==> src/rtl/console_pkg.sv <==
// Shared definitions for the console front-panel input conditioning blocks.
package console_pkg;

   // Debouncer state encoding; bit 0 tracks the value being qualified or held,
   // and the two WAIT states differ from their IDLE partner in one bit.
   typedef enum logic [1:0] {
      IDLE_LOW  = 2'b00,
      WAIT_HIGH = 2'b01,
      IDLE_HIGH = 2'b11,
      WAIT_LOW  = 2'b10
   } deb_state_t;

   // 1 ms of stability at a 50 MHz system clock.
   localparam int unsigned DEFAULT_STABLE_COUNT = 50000;

endpackage

==> src/rtl/button_debouncer_if.sv <==
// Button line in, conditioned level and edge pulses out.
// master drives the raw line; slave is the debouncer.
interface button_debouncer_if;
   logic btn_raw;
   logic level;
   logic rise_pulse;
   logic fall_pulse;
   logic busy;

   modport master (output btn_raw, input level, rise_pulse, fall_pulse, busy);
   modport slave  (input btn_raw, output level, rise_pulse, fall_pulse, busy);
endinterface

==> src/rtl/sync_2ff.sv <==
// Two-flop synchronizer for a single asynchronous console input.
module sync_2ff (
   input  logic clk,
   input  logic reset,
   input  logic d,
   output logic q
);

   logic s1;

   // Shift the asynchronous input through two flops; both clear on reset.
   always_ff @(posedge clk) begin
      if (reset) begin
         s1 <= 1'b0;
         q  <= 1'b0;
      end else begin
         s1 <= d;
         q  <= s1;
      end
   end

endmodule

==> src/rtl/button_debouncer.sv <==
// Debounces one front-panel button/switch line: synchronizer, stability
// counter and a four-state FSM producing a clean level plus edge pulses.
//
// state     | meaning
// ----------+-----------------------------------------------------------
// IDLE_LOW  | level = 0, waiting for the synchronized input to go high
// WAIT_HIGH | input seen high, counting stable cycles before accepting
// IDLE_HIGH | level = 1, waiting for the synchronized input to go low
// WAIT_LOW  | input seen low, counting stable cycles before accepting
module button_debouncer
   import console_pkg::*;
#(
   parameter int unsigned STABLE_COUNT = DEFAULT_STABLE_COUNT,
   parameter int unsigned CNT_WIDTH    = 16,
   parameter bit          ACTIVE_LOW   = 1'b0
) (
   input  logic                clk,
   input  logic                reset,
   button_debouncer_if.slave   btn
);

   if (STABLE_COUNT < 1 || (64'd1 << CNT_WIDTH) < 64'(STABLE_COUNT)) begin : g_param_check
      $error("button_debouncer: STABLE_COUNT must be >= 1 and fit in CNT_WIDTH bits");
   end

   localparam logic [CNT_WIDTH-1:0] CNT_LAST = CNT_WIDTH'(STABLE_COUNT - 1);

   deb_state_t           state;
   logic [CNT_WIDTH-1:0] cnt;
   logic                 s2;
   logic                 level_q;
   logic                 rise_q;
   logic                 fall_q;

   // Polarity is normalised before the synchronizer so reset means "released".
   sync_2ff u_sync (
      .clk   (clk),
      .reset (reset),
      .d     (btn.btn_raw ^ ACTIVE_LOW),
      .q     (s2)
   );

   // Qualify candidate changes on s2; pulses default low every cycle so they
   // can only ever be one cycle wide.
   always_ff @(posedge clk) begin
      if (reset) begin
         state   <= IDLE_LOW;
         cnt     <= '0;
         level_q <= 1'b0;
         rise_q  <= 1'b0;
         fall_q  <= 1'b0;
      end else begin
         rise_q <= 1'b0;
         fall_q <= 1'b0;
         case (state)
            IDLE_LOW: begin
               if (s2) begin
                  state <= WAIT_HIGH;
                  cnt   <= '0;
               end
            end
            WAIT_HIGH: begin
               if (!s2) begin
                  state <= IDLE_LOW;
                  cnt   <= '0;
               end else if (cnt == CNT_LAST) begin
                  state   <= IDLE_HIGH;
                  cnt     <= '0;
                  level_q <= 1'b1;
                  rise_q  <= 1'b1;
               end else begin
                  cnt <= cnt + CNT_WIDTH'(1);
               end
            end
            IDLE_HIGH: begin
               if (!s2) begin
                  state <= WAIT_LOW;
                  cnt   <= '0;
               end
            end
            WAIT_LOW: begin
               if (s2) begin
                  state <= IDLE_HIGH;
                  cnt   <= '0;
               end else if (cnt == CNT_LAST) begin
                  state   <= IDLE_LOW;
                  cnt     <= '0;
                  level_q <= 1'b0;
                  fall_q  <= 1'b1;
               end else begin
                  cnt <= cnt + CNT_WIDTH'(1);
               end
            end
            default: begin
               state <= IDLE_LOW;
               cnt   <= '0;
            end
         endcase
      end
   end

   assign btn.level      = level_q;
   assign btn.rise_pulse = rise_q;
   assign btn.fall_pulse = fall_q;
   assign btn.busy       = (state == WAIT_HIGH) || (state == WAIT_LOW);

endmodule

==> src/flat_wrapper.sv <==
// flat-port wrapper written by rule: the top's interface ports become plain ports
module button_debouncer_flat import console_pkg::*;
#(
   parameter int unsigned STABLE_COUNT = DEFAULT_STABLE_COUNT,
   parameter int unsigned CNT_WIDTH    = 16,
   parameter bit          ACTIVE_LOW   = 1'b0
)
  (clk, reset, btn_btn_raw, btn_level, btn_rise_pulse, btn_fall_pulse, btn_busy);
  button_debouncer_if btn_i ();
  input  logic clk;
  input  logic reset;
  input wire logic [$bits(btn_i.btn_raw)-1:0] btn_btn_raw;
  output wire logic [$bits(btn_i.level)-1:0] btn_level;
  output wire logic [$bits(btn_i.rise_pulse)-1:0] btn_rise_pulse;
  output wire logic [$bits(btn_i.fall_pulse)-1:0] btn_fall_pulse;
  output wire logic [$bits(btn_i.busy)-1:0] btn_busy;
  assign btn_i.btn_raw = btn_btn_raw;
  assign btn_level = btn_i.level;
  assign btn_rise_pulse = btn_i.rise_pulse;
  assign btn_fall_pulse = btn_i.fall_pulse;
  assign btn_busy = btn_i.busy;
  button_debouncer #(.STABLE_COUNT(STABLE_COUNT), .CNT_WIDTH(CNT_WIDTH), .ACTIVE_LOW(ACTIVE_LOW)) u_core (.clk(clk), .reset(reset), .btn(btn_i));
endmodule
==> config.mk <==
export PLATFORM = sky130hd
export DESIGN_NAME = button_debouncer_flat
export DESIGN_NICKNAME = d
export VERILOG_FILES = /design/src/rtl/console_pkg.sv /design/src/rtl/button_debouncer_if.sv /design/src/rtl/sync_2ff.sv /design/src/rtl/button_debouncer.sv /design/src/flat_wrapper.sv
export SDC_FILE = /design/constraint.sdc
export NUM_CORES = 1
export LEC_CHECK = 0
export ABC_AREA = 0
export CAP_MARGIN = 30
export CORE_ASPECT_RATIO = 0.7
export CORE_MARGIN = 2
export CORE_UTILIZATION = 56
export DETAILED_ROUTE_END_ITERATION = 7
export DONT_BUFFER_PORTS = 1
export GPL_ROUTABILITY_DRIVEN = 0
export PLACE_DENSITY = 0.7
export REMOVE_ABC_BUFFERS = 1
export SLEW_MARGIN = 20
export SYNTH_ARGS = -nofsm -noshare
export SYNTH_HDL_FRONTEND = slang
export SYNTH_SLANG_ARGS = --single-unit
==> constraint.sdc <==
create_clock -name clk -period 2.7 [get_ports clk]
set_clock_uncertainty 0.2 [all_clocks]
set_input_delay 0.135 -clock clk [delete_from_list [all_inputs] [get_ports clk]]
set_output_delay 0.135 -clock clk [all_outputs]
set_load 0.01 [all_outputs]
==> results of run 1 <==
[path summary, 6_finish.rpt]
check / start / end
worst max-delay path: u_core.cnt[4] / u_core.state[1]
worst min-delay path: u_core.u_sync.s1 / u_core.u_sync.q
worst max register to register: u_core.cnt[4] / u_core.state[1]
worst min register to register: u_core.u_sync.s1 / u_core.u_sync.q
[final cells by class]
class / instances / share of cell area, %
Clock buffer: 3 / 1.80
Clock inverter: 1 / 0.400
Inverter: 5 / 1.50
Multi-Input combinational cell: 105 / 54.1
Sequential cell: 23 / 36.8
Tap cell: 22 / 2.20
Timing Repair Buffer: 5 / 3.20
[Yosys cell counts, drive strengths merged, types with 3 or more instances]
cell type / n
or4: 3
nor2: 17
nand2b: 6
dfxtp: 23
o21ai: 4
nand4: 3
xnor2: 5
a31oi: 5
ha: 5
xor2: 3
nand3: 8
a21oi: 10
and3: 5
nor3: 5
nand2: 7
inv: 5
clkbuf: 4
nor2b: 3
[cells by family (layout without fill, tap and decap cells)]
kind of cell / after synthesis / count (layout) / share of synthesized area, %
AND/OR/NAND/NOR: 64 / 64 / 30.6
multiplexers: 3 / 3 / 2.67
adder cells (fa/ha/maj): 5 / 5 / 5.35
buffers and inverters: 9 / 14 / 2.89
flip-flops: 23 / 23 / 39.4
XOR/XNOR: 8 / 8 / 5.99
AO/OA/AOI/OAI: 25 / 25 / 13.2
[power breakdown]
part,total (mW),internal (mW),switching (mW)
Clock,0.157,0.0553,0.101
Combinational,0.0887,0.0333,0.0554
Sequential,0.349,0.345,0.00471
Total,0.595,0.433,0.161
[metal layers]
layer  part of all wire, %  global-route usage, %  vias to the layer above
li1                      -                      -                      502
met1                    56                   30.6                      436
met2                    40                   27.0                       15
met3                   4.1                   6.48                        2
met4                  0.68                   4.09                        0
met5                     0                      0                        -
[critical path: cells and delay by family, from the launching register on]
family / cells / cell delay (ps)
simple gates: 3 / 1380
compound gates: 2 / 350
flops: 1 / 390
[state kept, by name, indices dropped and copies added (netlist names)]
signal and cells:
u_core.cnt 16, u_core.u_sync.q 1, u_core.state 2, u_core.u_sync.s1 1
u_core.btn.fall_pulse 1, u_core.btn.rise_pulse 1, u_core.btn.level 1
[metrics by stage]
stage          hold slack (ps)  instance area, um2  util [%]  cells  setup slack (ps)
2_1_floorplan             4.07                1150         -    133               416
3_3_place_gp              7.32                1200      62.4    157               286
3_5_place_dp              8.00                1200      62.6    158               367
4_1_cts                    262                1250      65.1    164               332
5_1_grt                    267                1250      65.1    164               197
6_report                   260                1250      65.1    164               317
==> run summary, run 1 <==
Vias in the first global route - 845
Clock sinks - 23
Fin crit period - 2380 ps
Post-synth EDFFs - 0
Clk root buf - clkbuf_4
Commonest cells after routing, fill and taps aside - dfxtp_1 (23), nor2_1 (17), a21oi_1 (10), nand3_1 (8), nand2_1 (7)
Worst hold stages - 1
Arrival time worst endpoint - 2440 ps
Routed WL per cell - 13.4 um
Drt total wl - 2200 um
Worst-case vdd ir drop - 0.287 mV
Drt initial violations - 65
Final ANT Viol Nets - 0
Worst Hold Class - flip-flop to flip-flop
Worst-margin pin slew - 661 ps
Die ar. - 0.00248 mm2
Setup violations, final - 0
Outcome - finished clean
Worst setup path class - flip-flop to flip-flop
Final setup TNS - 0 ps
Mapped Area - 0.00117 mm2
Antenna diodes - 0
Worst path cell trace - or4_4 -> nor4_4 -> a22oi_2 -> or4_1 -> a21oi_1
Area leader, netlist - dfxtp_1
Initial antenna violation count - 0
First-pass detailed-route iteration total - 4
Via density - 5.82
Aggregate global routing overflow - 0
I/O Buffers - 0
Most common cell after layout, fill and taps aside - dfxtp_1
Final nets - 151
Die Y - 42.2 um
PnR Total Power - 0.595 mW
Max Slew Vio Count - 0
Max-Cap Viols - 0
Pin count of the biggest net entering global routing - 15
Initial Util - 61.0%
# IOs - 7
Leakage - 0.431 nW
Fmax - 0.420 GHz
Total GRT Usage - 20.0%
Clock tree buffer depth - 2
Clk_lat worst skew - 310 ps
Dominant synthesized flop cell - dfxtp_1
CTS buffer count - 3
CTS tree - built
Worst reg2reg path depth - 5
Syn. warnings - 0
Sequential area share after synthesis - 39.4%
Post-synth ARST share - 0%
Slew HR - 55.3%
Half-perimeter wire length after placement - 1600 um
# Post-CTS Setup Buffers - 0
Post_cts resized - 0
# rows - 13
RSZ-0062 raised after global routing - false
Crit-path slowest cell - or4_4
CTS H-tree depth - 1
Post-synthesis cell count - 137
Top cell type's share of synthesized area - 39.4%
R2R Setup Slk - 320 ps
Post-synth cell types - 33
Crit. End Element - flip-flop
Share of layout cells above drive strength 1 - 7.75%
Seq. cell area - 460 um2
Hold Buf Count CTS - 2
Pwr dens - 476 mW/mm2
CP max FO - 7
CP startpoint kind - flip-flop
First-pass GRT wire length - 3820 um
Final Cycle Share - 88.3%
Area grow syn2layout - 6.85%
Die Span X - 58.6 um
Avg Cell Area, Syn - 8.54 um2
Clk slew on worst S/H paths - 130 ps
Required time worst endpoint - 2750 ps
DR vias - 955
Synth area leaders - dfxtp_1 (39%), nor2_1 (5.5%), ha_1 (5.3%), a21oi_1 (4.3%), xnor2_1 (3.7%)
Residual DRC count - 0
Fin. Hold Viols - 0
Worst stage delay on the critical path - 560 ps
Post-synthesis register bit count - 23
Fillers - 161
Area occupied by multi-input gates - 676 um2
Core area - 0.00192 mm2
Note: power is estimated with default switching activity, not from simulation.
==> inputs of run 2 (changes only) <==
--- a/config.mk
+++ b/config.mk
@@ -6,14 +6,15 @@
 export NUM_CORES = 1
 export LEC_CHECK = 0
 export ABC_AREA = 0
+export BUFFER_PORTS_ARGS = -buffer_cell sky130_fd_sc_hd__buf_2
 export CAP_MARGIN = 30
 export CORE_ASPECT_RATIO = 0.7
 export CORE_MARGIN = 2
 export CORE_UTILIZATION = 56
+export CTS_CLUSTER_DIAMETER = 100
 export DETAILED_ROUTE_END_ITERATION = 7
-export DONT_BUFFER_PORTS = 1
 export GPL_ROUTABILITY_DRIVEN = 0
-export PLACE_DENSITY = 0.7
+export PLACE_DENSITY = 0.73
 export REMOVE_ABC_BUFFERS = 1
 export SLEW_MARGIN = 20
 export SYNTH_ARGS = -nofsm -noshare
==> run summary, run 2 (synthesis results as in run 1) <==
Max Slew Vio Count - 0 (unchanged)
Arrival time worst endpoint - 2430 ps (was 2440 ps)
Failing checks - design-rule violations
RR Startpoint - u_core.cnt[4] (unchanged)
Antenna diodes - 0 (unchanged)
Critical Path Stages - 5 (unchanged)
Leakage - 0.459 nW (was 0.431 nW)
Share of layout cells above drive strength 1 - 10.1% (was 7.75%)
Worst Hold Class - flip-flop to flip-flop (unchanged)
Outcome - complete, but fails checks (was finished clean)
Drt total wl - 2260 um (was 2200 um)
First-pass detailed-route iteration total - 6 (was 4)
Largest registers - u_core.cnt: 16 flops, u_core.state: 2 flops (unchanged)
Total GRT Usage - 19.9% (was 20.0%)
Die Y - 42.2 um (unchanged)
Fin. Hold Viols - 0 (unchanged)
DR vias - 1,004 (was 955)
CTS H-tree depth - 1 (unchanged)
Most flops, register - u_core.cnt (unchanged)
Most common cell after layout, fill and taps aside - dfxtp_1 (unchanged)
Worst stage delay on the critical path - 570 ps (was 560 ps)
# rows - 13 (unchanged)
Vias in the first global route - 828 (was 845)
Clk root buf - clkbuf_4 (unchanged)
Worst Path Buf+Inv - 0 (unchanged)
CTS tree - built (unchanged)
Worst reg2reg path depth - 5 (unchanged)
Via density - 5.91 (was 5.82)
Die ar. - 0.00248 mm2 (unchanged)
Fin Hold WS - 268 ps (was 260 ps)
Max reg flops - 16 (unchanged)
Area grow syn2layout - 9.52% (was 6.85%)
Worst-case vdd ir drop - 0.410 mV (was 0.287 mV)
Initial antenna violation count - 0 (unchanged)
Final nets - 157 (was 151)
Aggregate global routing overflow - 0 (unchanged)
Delay-heaviest family, CP - simple AND/OR/NAND/NOR gates (unchanged)
Setup WS post-layout - 329 ps (was 317 ps)
Fmax - 0.422 GHz (was 0.420 GHz)
Setup crit start - u_core.cnt[4] (unchanged)
Final ANT Viol Nets - 0 (unchanged)
Worst setup path class - flip-flop to flip-flop (unchanged)
Pin count of the biggest net entering global routing - 15 (unchanged)
CP startpoint kind - flip-flop (unchanged)
Final setup TNS - 0 ps (unchanged)
Slew HR - 53.0% (was 55.3%)
DP Area - 0.00122 mm2 (was 0.00120 mm2)
Worst-margin pin slew - 695 ps (was 661 ps)
# IOs - 7 (unchanged)
Routed WL per cell - 13.3 um (was 13.4 um)
Crit-path slowest cell - or4_4 (unchanged)
Clk_lat worst skew - 320 ps (was 310 ps)
Commonest cells after routing, fill and taps aside - dfxtp_1 (23), nor2_1 (17), a21oi_1 (10), nand3_1 (8) (was dfxtp_1 (23), nor2_1 (17), a21oi_1 (10), nand3_1 (8), nand2_1 (7))
CP Capture Point - u_core.state[1] (unchanged)
Max-Cap Viols - 0 (unchanged)
Required time worst endpoint - 2760 ps (was 2750 ps)
Fin area - 0.00128 mm2 (was 0.00125 mm2)
Core area - 0.00192 mm2 (unchanged)
Worst path cell trace - or4_4 -> nor4_4 -> a22oi_2 -> or4_1 -> a21oi_1 (unchanged)
R2R Path End - u_core.state[1] (unchanged)
Crit. End Element - flip-flop (unchanged)
RSZ-0062 raised after global routing - false (unchanged)
Post-layout util - 66.8% (was 65.1%)
Drt initial violations - 52 (was 65)
Clock tree buffer depth - 2 (unchanged)
First-pass GRT wire length - 3740 um (was 3820 um)
Die Span X - 58.6 um (unchanged)
# Post-CTS Setup Buffers - 0 (unchanged)
Final Cycle Share - 87.8% (was 88.3%)
R2R Setup Slk - 330 ps (was 320 ps)
Initial Util - 61.0% (unchanged)
CTS buffer count - 3 (unchanged)
DP Worst Slack - 375 ps (was 367 ps)
Pwr dens - 468 mW/mm2 (was 476 mW/mm2)
CP max FO - 7 (unchanged)
Setup violations, final - 0 (unchanged)
Clock sinks - 23 (unchanged)
I/O Buffers - 6 (was 0)
Half-perimeter wire length after placement - 1660 um (was 1600 um)
Residual DRC count - 1 (was 0)
Fin crit period - 2370 ps (was 2380 ps)
Clk slew on worst S/H paths - 110 ps (was 130 ps)
==> run 2: per-layer routing <==
layer | wire length [um] | GRT usage (%) | up-vias
li1 | - | - | 513
met1 | 1210 | 29.5 | 456
met2 | 904 | 25.8 | 29
met3 | 123 | 7.41 | 6
met4 | 27 | 7.27 | 0
met5 | 0 | 0 | -
==> run 2: final cells by class <==
class / count / area [um2]
inverter: 5 / 18.8
multi-input combinational: 105 / 676
sequential: 23 / 460
tap: 22 / 27.5
fill: 164 / 638
clock buffer: 4 / 26.3
timing repair buffer: 11 / 72.6
==> run 2: report_power, final <==
group	internal (mW)	switching (mW)	leakage [nW]
Combinational	0.0337	0.0573	0.258
Sequential	0.345	0.00456	0.186
Clock	0.0579	0.102	0.0150
Total	0.436	0.163	0.459
==> run 2: worst register-to-register path, delay by kind of cell (launching register included) <==
family           cells  cell delay [ps]
flip-flops           1              390
AND/OR/NAND/NOR      3             1380
AO/OA/AOI/OAI        2              340
==> run 2: worst min path at each step <==
stage | start | to | slack (ps) | depth (start not counted)
floorplan | reset | u_core.btn.level | 4 | 1
global placement | btn_btn_raw | u_core.u_sync.s1 | 160 | 2
detailed placement | btn_btn_raw | u_core.u_sync.s1 | 170 | 2
CTS | u_core.u_sync.s1 | u_core.u_sync.q | 270 | 1
global route | u_core.u_sync.s1 | u_core.u_sync.q | 280 | 1
finish | u_core.u_sync.s1 | u_core.u_sync.q | 270 | 1
==> run 2: timing repair <==
item                                   in CTS  in global routing
gates resized for setup                     0                  0
hold buffers                                3                  0
endpoints found under the hold margin       9                  0
==> run 2: metrics by stage <==
stage	total power [mW]	instances
6_report	0.600	170
5_1_grt	0.633	170
4_1_cts	0.605	170
3_5_place_dp	0.442	163
3_3_place_gp	0.438	162
2_1_floorplan	0.413	133
